[src/rtl/fft_lane_pipe.sv]
// Flow-controlled, bubble-collapsing I/Q pipeline for the FFT datapath.
// One shared valid/advance chain steers the per-lane data stage registers.

module fft_lane_stages #(
  parameter int DATA_WIDTH = 9,
  parameter int DEPTH      = 4
) (
  input  logic                         clk,
  input  logic                         rstn,
  input  logic [DEPTH-1:0]             ld,
  input  logic signed [DATA_WIDTH-1:0] in_i,
  input  logic signed [DATA_WIDTH-1:0] in_q,
  output logic signed [DATA_WIDTH-1:0] out_i,
  output logic signed [DATA_WIDTH-1:0] out_q
);
  logic [DEPTH-1:0][DATA_WIDTH-1:0] si, sq;

  always_ff @(posedge clk or negedge rstn) begin
    if (!rstn) begin
      si <= '0;
      sq <= '0;
    end else begin
      if (ld[0]) begin
        si[0] <= in_i;
        sq[0] <= in_q;
      end
      for (int k = 1; k < DEPTH; k++) begin
        if (ld[k]) begin
          si[k] <= si[k-1];
          sq[k] <= sq[k-1];
        end
      end
    end
  end

  assign out_i = $signed(si[DEPTH-1]);
  assign out_q = $signed(sq[DEPTH-1]);
endmodule

module fft_lane_pipe #(
  parameter int DATA_WIDTH = 9,
  parameter int NUM_LANES  = 16,
  parameter int DEPTH      = 4,
  parameter int CNT_W      = $clog2(DEPTH+1)
) (
  input  logic                         clk,
  input  logic                         rstn,
  input  logic                         flush,
  input  logic                         in_valid,
  output logic                         in_ready,
  input  logic signed [DATA_WIDTH-1:0] din_i [0:NUM_LANES-1],
  input  logic signed [DATA_WIDTH-1:0] din_q [0:NUM_LANES-1],
  output logic                         out_valid,
  input  logic                         out_ready,
  output logic signed [DATA_WIDTH-1:0] dout_i [0:NUM_LANES-1],
  output logic signed [DATA_WIDTH-1:0] dout_q [0:NUM_LANES-1],
  output logic [CNT_W-1:0]             occupancy
);
  logic [DEPTH-1:0] vld_pipe, adv, vin, ld;
  logic             tail, accept, emit;

  // A stage may advance unless it and every stage downstream of it are full
  // while the output is stalled; computed as a running AND to keep it acyclic.
  always_comb begin
    tail = 1'b1;
    adv  = '0;
    for (int k = DEPTH-1; k >= 0; k--) begin
      tail   = tail & vld_pipe[k];
      adv[k] = !tail || out_ready;
    end
  end

  assign in_ready  = adv[0] && !flush;
  assign accept    = in_valid && in_ready;
  assign out_valid = vld_pipe[DEPTH-1];
  assign emit      = out_valid && out_ready;

  always_comb begin
    vin    = '0;
    vin[0] = accept;
    for (int k = 1; k < DEPTH; k++) vin[k] = vld_pipe[k-1];
  end

  // Data only moves with a valid beat; bubbles shift valid bits only.
  assign ld = adv & vin & {DEPTH{!flush}};

  always_ff @(posedge clk or negedge rstn) begin
    if (!rstn)      vld_pipe <= '0;
    else if (flush) vld_pipe <= '0;
    else begin
      for (int k = 0; k < DEPTH; k++)
        if (adv[k]) vld_pipe[k] <= vin[k];
    end
  end

  always_ff @(posedge clk or negedge rstn) begin
    if (!rstn)      occupancy <= '0;
    else if (flush) occupancy <= '0;
    else if (accept && !emit) occupancy <= occupancy + CNT_W'(1);
    else if (!accept && emit) occupancy <= occupancy - CNT_W'(1);
  end

  for (genvar l = 0; l < NUM_LANES; l++) begin : g_lane
    fft_lane_stages #(.DATA_WIDTH(DATA_WIDTH), .DEPTH(DEPTH)) u_lane (
      .clk   (clk),
      .rstn  (rstn),
      .ld    (ld),
      .in_i  (din_i[l]),
      .in_q  (din_q[l]),
      .out_i (dout_i[l]),
      .out_q (dout_q[l])
    );
  end
endmodule

[config.mk]
export PLATFORM = sky130hd
export DESIGN_NAME = fft_lane_pipe
export DESIGN_NICKNAME = d
export VERILOG_FILES = /design/src/rtl/fft_lane_pipe.sv
export SDC_FILE = /design/constraint.sdc
export NUM_CORES = 1
export LEC_CHECK = 0
export BUFFER_PORTS_ARGS = -buffer_cell sky130_fd_sc_hd__buf_2
export CORE_ASPECT_RATIO = 1.4
export CORE_MARGIN = 5
export CORE_UTILIZATION = 52
export CTS_CLUSTER_DIAMETER = 30
export DETAILED_ROUTE_END_ITERATION = 6
export GPL_TIMING_DRIVEN = 0
export PLACE_DENSITY_LB_ADDON = 0.2
export SYNTH_ARGS = -nofsm -noshare
export SYNTH_HDL_FRONTEND = slang
export SYNTH_HIERARCHICAL = 1
export SYNTH_SLANG_ARGS = --single-unit
[constraint.sdc]
create_clock -name clk -period 5.75 [get_ports clk]
set_input_delay 0.8625 -clock clk [delete_from_list [all_inputs] [get_ports clk]]
set_output_delay 0.8625 -clock clk [all_outputs]
set_load 0.005 [all_outputs]
### After elaboration in Yosys (flattened, before gate mapping)

Cells that the tools add are included.

| cells by class | value |
|---|---|
| muxes and demuxes | 8 |
| reduce and logical (&&, ||, !) cells | 21 |
| bitwise operators | 5 |
| $add $sub $neg | 2 |

Operators by type and width:

| kind | count |
|---|---|
| 3-bit 2-to-1 mux | 3 |
| 4-bit AND | 2 |
| 2-bit nonzero test | 4 |
| 1-bit logical NOT | 7 |
| 1-bit logical AND | 5 |
| 1-bit logical OR | 4 |
| 1-bit 2-to-1 mux | 4 |
| 4-bit 2-to-1 mux | 1 |
| 3-bit by 1-bit adder with 3-bit output (second input constant) | 1 |
| 1-bit AND | 3 |
| 3-bit nonzero test | 1 |
| 3-bit by 1-bit subtractor with 3-bit output (second input constant) | 1 |

| storage, ports and cells | value |
|---|---|
| bits of input ports | 293 |
| register bits | 1,159 |
| logic and storage cells | 169 |
| output and inout bits | 293 |

### Longest topological paths before layout

Gate-level depths: netlist of the first run.

| logic depth | value |
|---|---|
| depth after elaboration | 12 |
| gate-level depth with buffers | 7 |
| depth with buffers taken out | 7 |

### Hierarchy

The synthesis of the first run kept the hierarchy.

By module, submodules not included:

| module | area each (sq um) | sequential area each (sq um) | times used | cells each |
|---|---|---|---|---|
| fft_lane_stages | 3,022.9 | 1,801.7 | 16 | 170 |
| fft_lane_pipe | 430.4 | 175.2 | 1 | 47 |

### Worst setup path before layout of the first run

OpenSTA, ideal clock, no wires.

| timing | value |
|---|---|
| path kind | input port to flip-flop |
| start | in out_ready |
| end | reg g_lane[0].u_lane/si[10] (netlist name) |
| arrival | 3.552 ns |
| setup slack | 2.073 ns |
| data required time | 5.625 ns |
| cell stages on the path | 5 |
| cell sequence | and4b_1 nor3b_1 buf_6 buf_12 mux2_4 |

| on the way | value |
|---|---|
| cells in the longest elaborated chain, start to end | 3 |

RTL lines:

| what | line | text |
|---|---|---|
| from (decl) | 54 | `input logic out_ready,` |
| 1-bit logical OR | 69 | `adv[k] = !tail \|\| out_ready;` |
| 4-bit AND (2 in a row) | 85 | `assign ld = adv & vin & {DEPTH{!flush}};` |
| named net ld[1] | 59 | `logic [DEPTH-1:0] vld_pipe, adv, vin, ld;` |
| to (signal, indexed assignment) | 29 | `si[k] <= si[k-1];` |
| to (decl) | 16 | `logic [DEPTH-1:0][DATA_WIDTH-1:0] si, sq;` |

The timed path passes the listed nets, and every way through them passes these cells.
A chain may end at the register's enable or synchronous reset.

### Worst setup path after layout of the first run

| timing | value |
|---|---|
| start | reg vld_pipe[3] |
| end | out in_ready |

| on the way | value |
|---|---|
| cells in the longest elaborated chain, start to end | 6 |

RTL lines:

| what | line | text |
|---|---|---|
| from (decl) | 59 |  |
| from (signal, indexed assignment) | 92 | `if (adv[k]) vld_pipe[k] <= vin[k];` |
| 1-bit AND (3 in a row) | 68 | `tail = tail & vld_pipe[k];` |
| 1-bit logical NOT | 69 |  |
| 1-bit logical OR | 69 |  |
| 1-bit logical AND | 73 | `assign in_ready = adv[0] && !flush;` |
| to (decl) | 50 | `output logic in_ready,` |

No other way between the ends.

==> reports/summary.txt, run 1 <==
leading cell types in the layout, fill and taps excluded: sky130_fd_sc_hd__dfrtp_1 (1,159), sky130_fd_sc_hd__mux2_4 (640), sky130_fd_sc_hd__buf_2 (584)
share of final-layout standard cells stronger than drive strength 1: 0.6728
number of antenna violations at the first check in global routing: 60
smallest hold slack: 0.1492 ns
setup violators final: 0
total iterations of the first detailed-routing run: 4
cells along the critical path: and4b_1 > a21oi_1 > buf_2
Post-layout nets: 3,831
drt total wl: 104.0 mm
Critical Path Slowest Stage Cell: sky130_fd_sc_hd__dfrtp_1
sequential fraction of the synthesis area: 0.5944
hold violation total from the final report: 0
clock skew: 0.03638 ns
# Max-Cap Violations: 0
Post-Syn Area: 0.04880 mm2
post-placement cell count: 4,582
post-synthesis cell count: 2,767
GR Overflow Total: 0
Lkg Pwr: 28.93 nW
VDD IR-drop max: 0.3334 mV
Iteration-0 DRC Markers: 1,103
Yosys cell types: 22
post-cts resize count: 0
average cell area after synthesis: 17.64 um2
standard-cell rows: 133
count of placed standard cells in the final layout, fillers left out: 4,924
CORE AREA: 0.09352 mm2
Pwr Density: 486.2 mW/mm2
logic depth of the worst path, buffers included: 3
internal power: 21.83 mW
biggest area consumer among synthesized cells: sky130_fd_sc_hd__dfrtp_1
Hold Crit Class: in -> async
area growth from synthesis to final layout: 22.60%
maximum number of pins on one net before global-route repair: 184
H-tree depth reported by CTS: 4
DIE AREA: 0.1002 mm2
number of buffer and inverter instances along the worst setup path: 1
Vias/cell: 4.983
number of buffers added to fix hold violations after cts: 0
EDFF count, synth: 0
combinational cell fraction of total power: 0.208
post-detailed-placement half-perimeter wirelength: 73.18 mm
share of total power consumed by net switching: 0.2495
endpoint kind of the worst setup timing path: primary output
Critical Path Fanout Max: 8
sink count of the clock tree: 1,159
number of pins with negative max-slew slack in the final report: 0
share of async-settable or async-resettable flops after synthesis: 1.000
WS Path Type: reg -> out
worst path arrival time: 1.89 ns
final worst-path cycle share: 0.4780
CTS tree: yes
setup tns final: 0 ns
WP data required: 4.89 ns
initial standard-cell utilization of the core: 0.5218
I/O pin count: 586
clock group share of total power: 0.376
critical path launch point type: flip-flop
Area contributors post-synth: sky130_fd_sc_hd__dfrtp_1 (59%), sky130_fd_sc_hd__mux2_4 (20%), sky130_fd_sc_hd__mux2_2 (12%), sky130_fd_sc_hd__buf_4 (4.4%), sky130_fd_sc_hd__buf_12 (2.6%)
clock-pin slew on the worst setup and hold paths: 0.05 ns
number of global-route vias before repair: 27,860
width of the die: 268.9 um
Routed WL per cell: 21.11 um
net count after synthesis: 3,061
maximum clock insertion buffer count: 3
Global Route Usage Sum: 0.2057
die boundary height: 372.5 um
synthesized flop and latch total: 1,159
remaining antenna violation count: 0
number of cells traversed by the worst register-to-register path: 6
Synth top area share: 0.5944
residual DRC count: 0
TritonCTS buffer count: 168
slew at the pin with the worst max-slew slack: 0.9092 ns
normalized max-slew margin: 0.3939
source-to-sink clock delay at the later pin of the worst-skew pair: 0.75 ns
port buffer count: 585
CP max stage delay: 0.48 ns
crit-path leading delay family: flip-flops
Primary FF master, synth: sky130_fd_sc_hd__dfrtp_1
net switching power: 7.258 mW
post-layout min period: 2.749 ns
total via count in the routed design: 24,540
sequential fraction of design power: 0.416
first-pass GRT wire length: 160.8 mm
filler cell count in the final layout: 6,679
final weighted congestion in routability-driven placement: 0.8340
CTS Root Cell: sky130_fd_sc_hd__clkbuf_16
result of the run: finished, final reports clean
maximum achievable frequency: 363.8 MHz
most common cell after layout, fill and taps aside: sky130_fd_sc_hd__dfrtp_1
setup repair after global routing missed its margin: no
Ys Warns: 6
Post-CTS Setup Repair Bufs: 0
==> Yosys cell counts (2+ instances only) <==
| cell | n |
|---|---|
| sky130_fd_sc_hd__a21oi_1 | 6 |
| sky130_fd_sc_hd__buf_12 | 64 |
| sky130_fd_sc_hd__buf_4 | 288 |
| sky130_fd_sc_hd__buf_6 | 64 |
| sky130_fd_sc_hd__dfrtp_1 | 1159 |
| sky130_fd_sc_hd__inv_1 | 2 |
| sky130_fd_sc_hd__mux2_2 | 514 |
| sky130_fd_sc_hd__mux2_4 | 640 |
| sky130_fd_sc_hd__nor2_1 | 12 |
| sky130_fd_sc_hd__nor2b_1 | 4 |
| sky130_fd_sc_hd__nor3b_1 | 3 |
==> kinds of logic after synthesis <==
| logic type | after synthesis | share of synthesized area |
|---|---|---|
| simple gates | 24 | 0.002692 |
| buf+inv | 419 | 0.08556 |
| mux | 1155 | 0.3158 |
| compound gates | 9 | 0.001205 |
| fa+ha+maj | 1 | 0.0004103 |
| flops | 1159 | 0.5944 |
==> metrics by stage <==
step | setup WS [ns] | cell area, um2 | power, mW | utilization
global placement | -19.66 | 53240 | 17.97 | 0.5693
global route | 2.702 | 59780 | 30.47 | 0.6393
finish | 3.001 | 59820 | 29.09 | 0.6397
CTS | 2.936 | 59740 | 29.45 | 0.6388
floorplan | 2.073 | 48800 | 16.02 | -
detailed placement | 2.288 | 53600 | 18.30 | 0.5731
==> registers in the layout (all words and copies together), names as in the netlist <==
signal               flops
g_lane.u_lane/out_q    144
g_lane.u_lane/sq       432
occupancy                3
g_lane.u_lane/out_i    144
vld_pipe                 4
g_lane.u_lane/si       432
==> worst paths after layout <==
check	slack, ns	from	endpoint
worst max register to register	3.26	vld_pipe[3]	g_lane[14].u_lane/si[3]
min in group clk	0.34	din_q[79]	g_lane[7].u_lane/sq[7]
max in group asynchronous	3.14	rstn	g_lane[0].u_lane/sq[24]
worst min-delay path	0.15	rstn	g_lane[14].u_lane/sq[6]
worst min register to register	0.48	g_lane[8].u_lane/sq[10]	g_lane[8].u_lane/sq[19]
worst max-delay path	3.00	vld_pipe[3]	in_ready
==> per-layer routing <==
metal / vias to the layer above / part of all wire / global-route usage
met5: - / 0.0028 / 0
met4: 46 / 0.038 / 0.08215
met3: 259 / 0.078 / 0.08160
met2: 642 / 0.48 / 0.3356
met1: 12600 / 0.40 / 0.2455
li1: 10990 / - / -
==> power groups by stage <==
stage	registers (mW)	logic (mW)	clock network, mW
after floorplan	11.6	4.38	0
after global placement	12.1	5.91	0
after detailed placement	12.2	6.09	0
after CTS	12.1	6.14	11.2
after global routing	12.4	6.50	11.6
final	12.1	6.05	10.9
==> layout make-up <==
cell class / count / area, um2 / area share
flip-flops and latches: 1159 / 29000 / 0.4848
multi-input cells: 1189 / 15650 / 0.2616
clock buffers: 201 / 4627 / 0.07734
plain buffers: 417 / 4168 / 0.06967
repair buffers: 600 / 3251 / 0.05434
well taps: 1215 / 1520 / 0.02541
clock inverters: 109 / 1518 / 0.02537
diodes: 32 / 80.08 / 0.001339
inverters: 2 / 7.507 / 0.0001255
Note: power is estimated with default switching activity, not from simulation.
==> run 2, diff against run 1 <==
--- a/config.mk
+++ b/config.mk
@@ -5,6 +5,7 @@
 export SDC_FILE = /design/constraint.sdc
 export NUM_CORES = 1
 export LEC_CHECK = 0
+export ABC_AREA = 1
 export BUFFER_PORTS_ARGS = -buffer_cell sky130_fd_sc_hd__buf_2
 export CORE_ASPECT_RATIO = 1.4
 export CORE_MARGIN = 5
==> constraint.sdc (replaced) <==
create_clock -name clk -period 2.7 [get_ports clk]
set_input_delay 0.405 -clock clk [delete_from_list [all_inputs] [get_ports clk]]
set_output_delay 0.405 -clock clk [all_outputs]
set_load 0.005 [all_outputs]
==> run 2 against run 1 <==
Net effect:
- the run now ends with hold timing left
- cell count up 55%
- sequential cell count unchanged
- sequential share of layout area down 1.2 points
- clock skew down 0.017 ns
- synthesized cell count up 88%
- critical endpoint unchanged
- critical path type unchanged
==> reports/summary.txt, run 2 <==
result of the run: complete, but fails checks
violations in the final reports: hold timing
number of pins with negative max-slew slack in the final report: 0
critical path launch point type: flip-flop
final weighted congestion in routability-driven placement: 0.8334
most common cell in the synthesized netlist: sky130_fd_sc_hd__nand2_1
leading cell types in the layout, fill and taps excluded: sky130_fd_sc_hd__nand2_1 (3,343), sky130_fd_sc_hd__dfrtp_1 (1,159), sky130_fd_sc_hd__buf_2 (584)
maximum number of pins on one net before global-route repair: 174
post-placement cell count: 7,002
Global Route Usage Sum: 0.2309
I/O pin count: 586
port buffer count: 584
GR Overflow Total: 0
Area contributors post-synth: sky130_fd_sc_hd__dfrtp_1 (61%), sky130_fd_sc_hd__nand2_1 (26%), sky130_fd_sc_hd__buf_4 (4.8%), sky130_fd_sc_hd__buf_6 (3.8%), sky130_fd_sc_hd__nand2_2 (1.7%)
Post-layout nets: 6,558
post-synthesis cell count: 5,209
Pwr Density: 852.4 mW/mm2
WS Path Type: reg -> out
cells along the critical path: nand3_1 > nor2_1 > a21oi_1 > buf_2
overall power after layout: 52.27 mW
top cells by instance count after synthesis: sky130_fd_sc_hd__nand2_1 (3,343), sky130_fd_sc_hd__dfrtp_1 (1,159), sky130_fd_sc_hd__buf_4 (304)
Primary FF master, synth: sky130_fd_sc_hd__dfrtp_1
synthesized flop and latch total: 1,159
average cell area after synthesis: 9.139 um2
setup repair after global routing missed its margin: no
count of placed standard cells in the final layout, fillers left out: 7,622
Vias/cell: 4.584
sink count of the clock tree: 1,159
post-detailed-placement half-perimeter wirelength: 77.16 mm
worst path arrival time: 1.91 ns
smallest hold slack: -0.4490 ns
share of final-layout standard cells stronger than drive strength 1: 0.2448
initial standard-cell utilization of the core: 0.5233
Yosys cell types: 21
net count after synthesis: 5,503
TritonCTS buffer count: 164
number of global-route vias before repair: 35,770
die boundary height: 368.0 um
total iterations of the first detailed-routing run: 6
slew at the pin with the worst max-slew slack: 0.9898 ns
biggest area consumer among synthesized cells: sky130_fd_sc_hd__dfrtp_1
# Max-Cap Violations: 0
Ys Warns: 6
clock-pin slew on the worst setup and hold paths: 0.06 ns
EDFF count, synth: 0
CORE AREA: 0.09097 mm2
residual DRC count: 0
Critical Path Slowest Stage Cell: sky130_fd_sc_hd__dfrtp_1
remaining antenna violation count: 0
first-pass GRT wire length: 182.2 mm
maximum clock insertion buffer count: 3
Critical Path Fanout Max: 7
drt total wl: 112.2 mm
most common cell after layout, fill and taps aside: sky130_fd_sc_hd__nand2_1
Routed WL per cell: 14.72 um
final worst-path cycle share: 0.8579
number of buffers added to fix hold violations after cts: 291
source-to-sink clock delay at the later pin of the worst-skew pair: 0.75 ns
DIE AREA: 0.09778 mm2
setup tns final: 0 ns
setup violators final: 0
VDD IR-drop max: 0.7175 mV
Synth top area share: 0.6093
area growth from synthesis to final layout: 28.81%
width of the die: 265.7 um
maximum achievable frequency: 431.7 MHz
clock skew: 0.01938 ns
sequential fraction of the synthesis area: 0.6093
endpoint kind of the worst setup timing path: primary output
standard-cell rows: 131
Iteration-0 DRC Markers: 1,930
Lkg Pwr: 34.80 nW
normalized max-slew margin: 0.3380
H-tree depth reported by CTS: 4
CTS tree: yes
share of async-settable or async-resettable flops after synthesis: 1.000
CTS Root Cell: sky130_fd_sc_hd__clkbuf_16
largest registers in the final layout: g_lane.u_lane/si (432), g_lane.u_lane/sq (432)
WP data required: 2.30 ns
post-layout min period: 2.316 ns
hold violation total from the final report: 126
Post-CTS Setup Repair Bufs: 0
total via count in the routed design: 34,940
CP max stage delay: 0.48 ns
Hold Crit Class: in -> async
Post-Syn Area: 0.04760 mm2
number of antenna violations at the first check in global routing: 29
-- run 2: cell types whose count changed after synthesis, moves of 7 or more --
| cell | change |
|---|---|
| sky130_fd_sc_hd__nand2_1 | +3343 |
| sky130_fd_sc_hd__mux2_4 | -640 |
| sky130_fd_sc_hd__mux2_2 | -514 |
| sky130_fd_sc_hd__nand2_2 | +130 |
| sky130_fd_sc_hd__buf_6 | +96 |
| sky130_fd_sc_hd__buf_12 | -48 |
| sky130_fd_sc_hd__inv_6 | +32 |
| sky130_fd_sc_hd__inv_8 | +32 |
| sky130_fd_sc_hd__buf_4 | +16 |
| sky130_fd_sc_hd__inv_1 | +7 |
-- run 2: logic make-up after synthesis --
logic type	count (synthesis)	share of synthesized area
fa+ha+maj	1	0.0004206
xor+xnor	1	0.0001840
simple gates	3489	0.2827
compound gates	5	0.0006046
buf+inv	554	0.1068
flops	1159	0.6093
-- run 2: path summary, 6_finish.rpt --
check	startpoint	end	slack, ns	cells past startpoint
setup / recovery	vld_pipe[3]	in_ready	0.38	4
hold / removal	rstn	g_lane[10].u_lane/sq[0]	-0.45	1
setup reg to reg	vld_pipe[3]	g_lane[12].u_lane/sq[7]	0.42	11
min in group clk	in_valid	occupancy[2]	0.08	4
max in group asynchronous	rstn	g_lane[6].u_lane/si[17]	0.61	5
hold reg to reg	g_lane[3].u_lane/si[25]	g_lane[3].u_lane/out_i[7]	0.45	2
-- run 2: cell type report --
| type | count | area, um2 |
|---|---|---|
| antenna | 24 | 60.06 |
| buffer | 481 | 4409 |
| clock buffer | 204 | 4584 |
| clock inverter | 99 | 1331 |
| fill | 7056 | 29650 |
| inverter | 73 | 674.4 |
| multi-input combinational | 3496 | 13540 |
| sequential | 1159 | 29000 |
| tap | 1197 | 1498 |
| timing repair buffer | 889 | 6216 |
-- run 2: worst max-delay path: cells and delay by family, from the launching register on --
family,cells,cell delay [ns]
AOI/OAI and AO/OA,1,0.17
buffers and inverters,1,0.17
DFF,1,0.48
and+or+nand+nor,2,0.36
-- run 2: power breakdown --
part           switching (mW)  internal, mW  total [mW]  leakage [nW]
clock network            8.05          14.4        22.5          2.88
logic                    3.61          3.67        7.28          16.9
registers                1.88          20.6        22.5          15.0
-- run 2: per-layer routing --
| layer | routed length, um | vias up | track usage |
|---|---|---|---|
| met2 | 54850 | 832 | 0.3906 |
| li1 | - | 17600 | - |
| met4 | 5003 | 10 | 0.1039 |
| met5 | 69 | - | 0 |
| met3 | 6088 | 282 | 0.05214 |
| met1 | 46180 | 16210 | 0.2846 |
-- run 2: what timing repair did --
action                                 CTS  global route
gates cloned                             1             1
resized for setup                        0             0
endpoints found under the hold margin  417           126
setup endpoints to repair              130           130
pin swaps                                0             0
-- run 2: stage by stage --
step | hold WS [ns] | area [um2] | setup WS (ns) | util
after CTS | -0.4239 | 61230 | 0.1388 | 0.6731
after detailed placement | 0.4210 | 52370 | -1.005 | 0.5757
after floorplan | 0.1094 | 47610 | 0.2676 | -
final | -0.4490 | 61320 | 0.3836 | 0.6741
after global routing | -0.3911 | 61300 | 0.1236 | 0.6738
after global placement | 0.4528 | 52030 | -23.33 | 0.5719
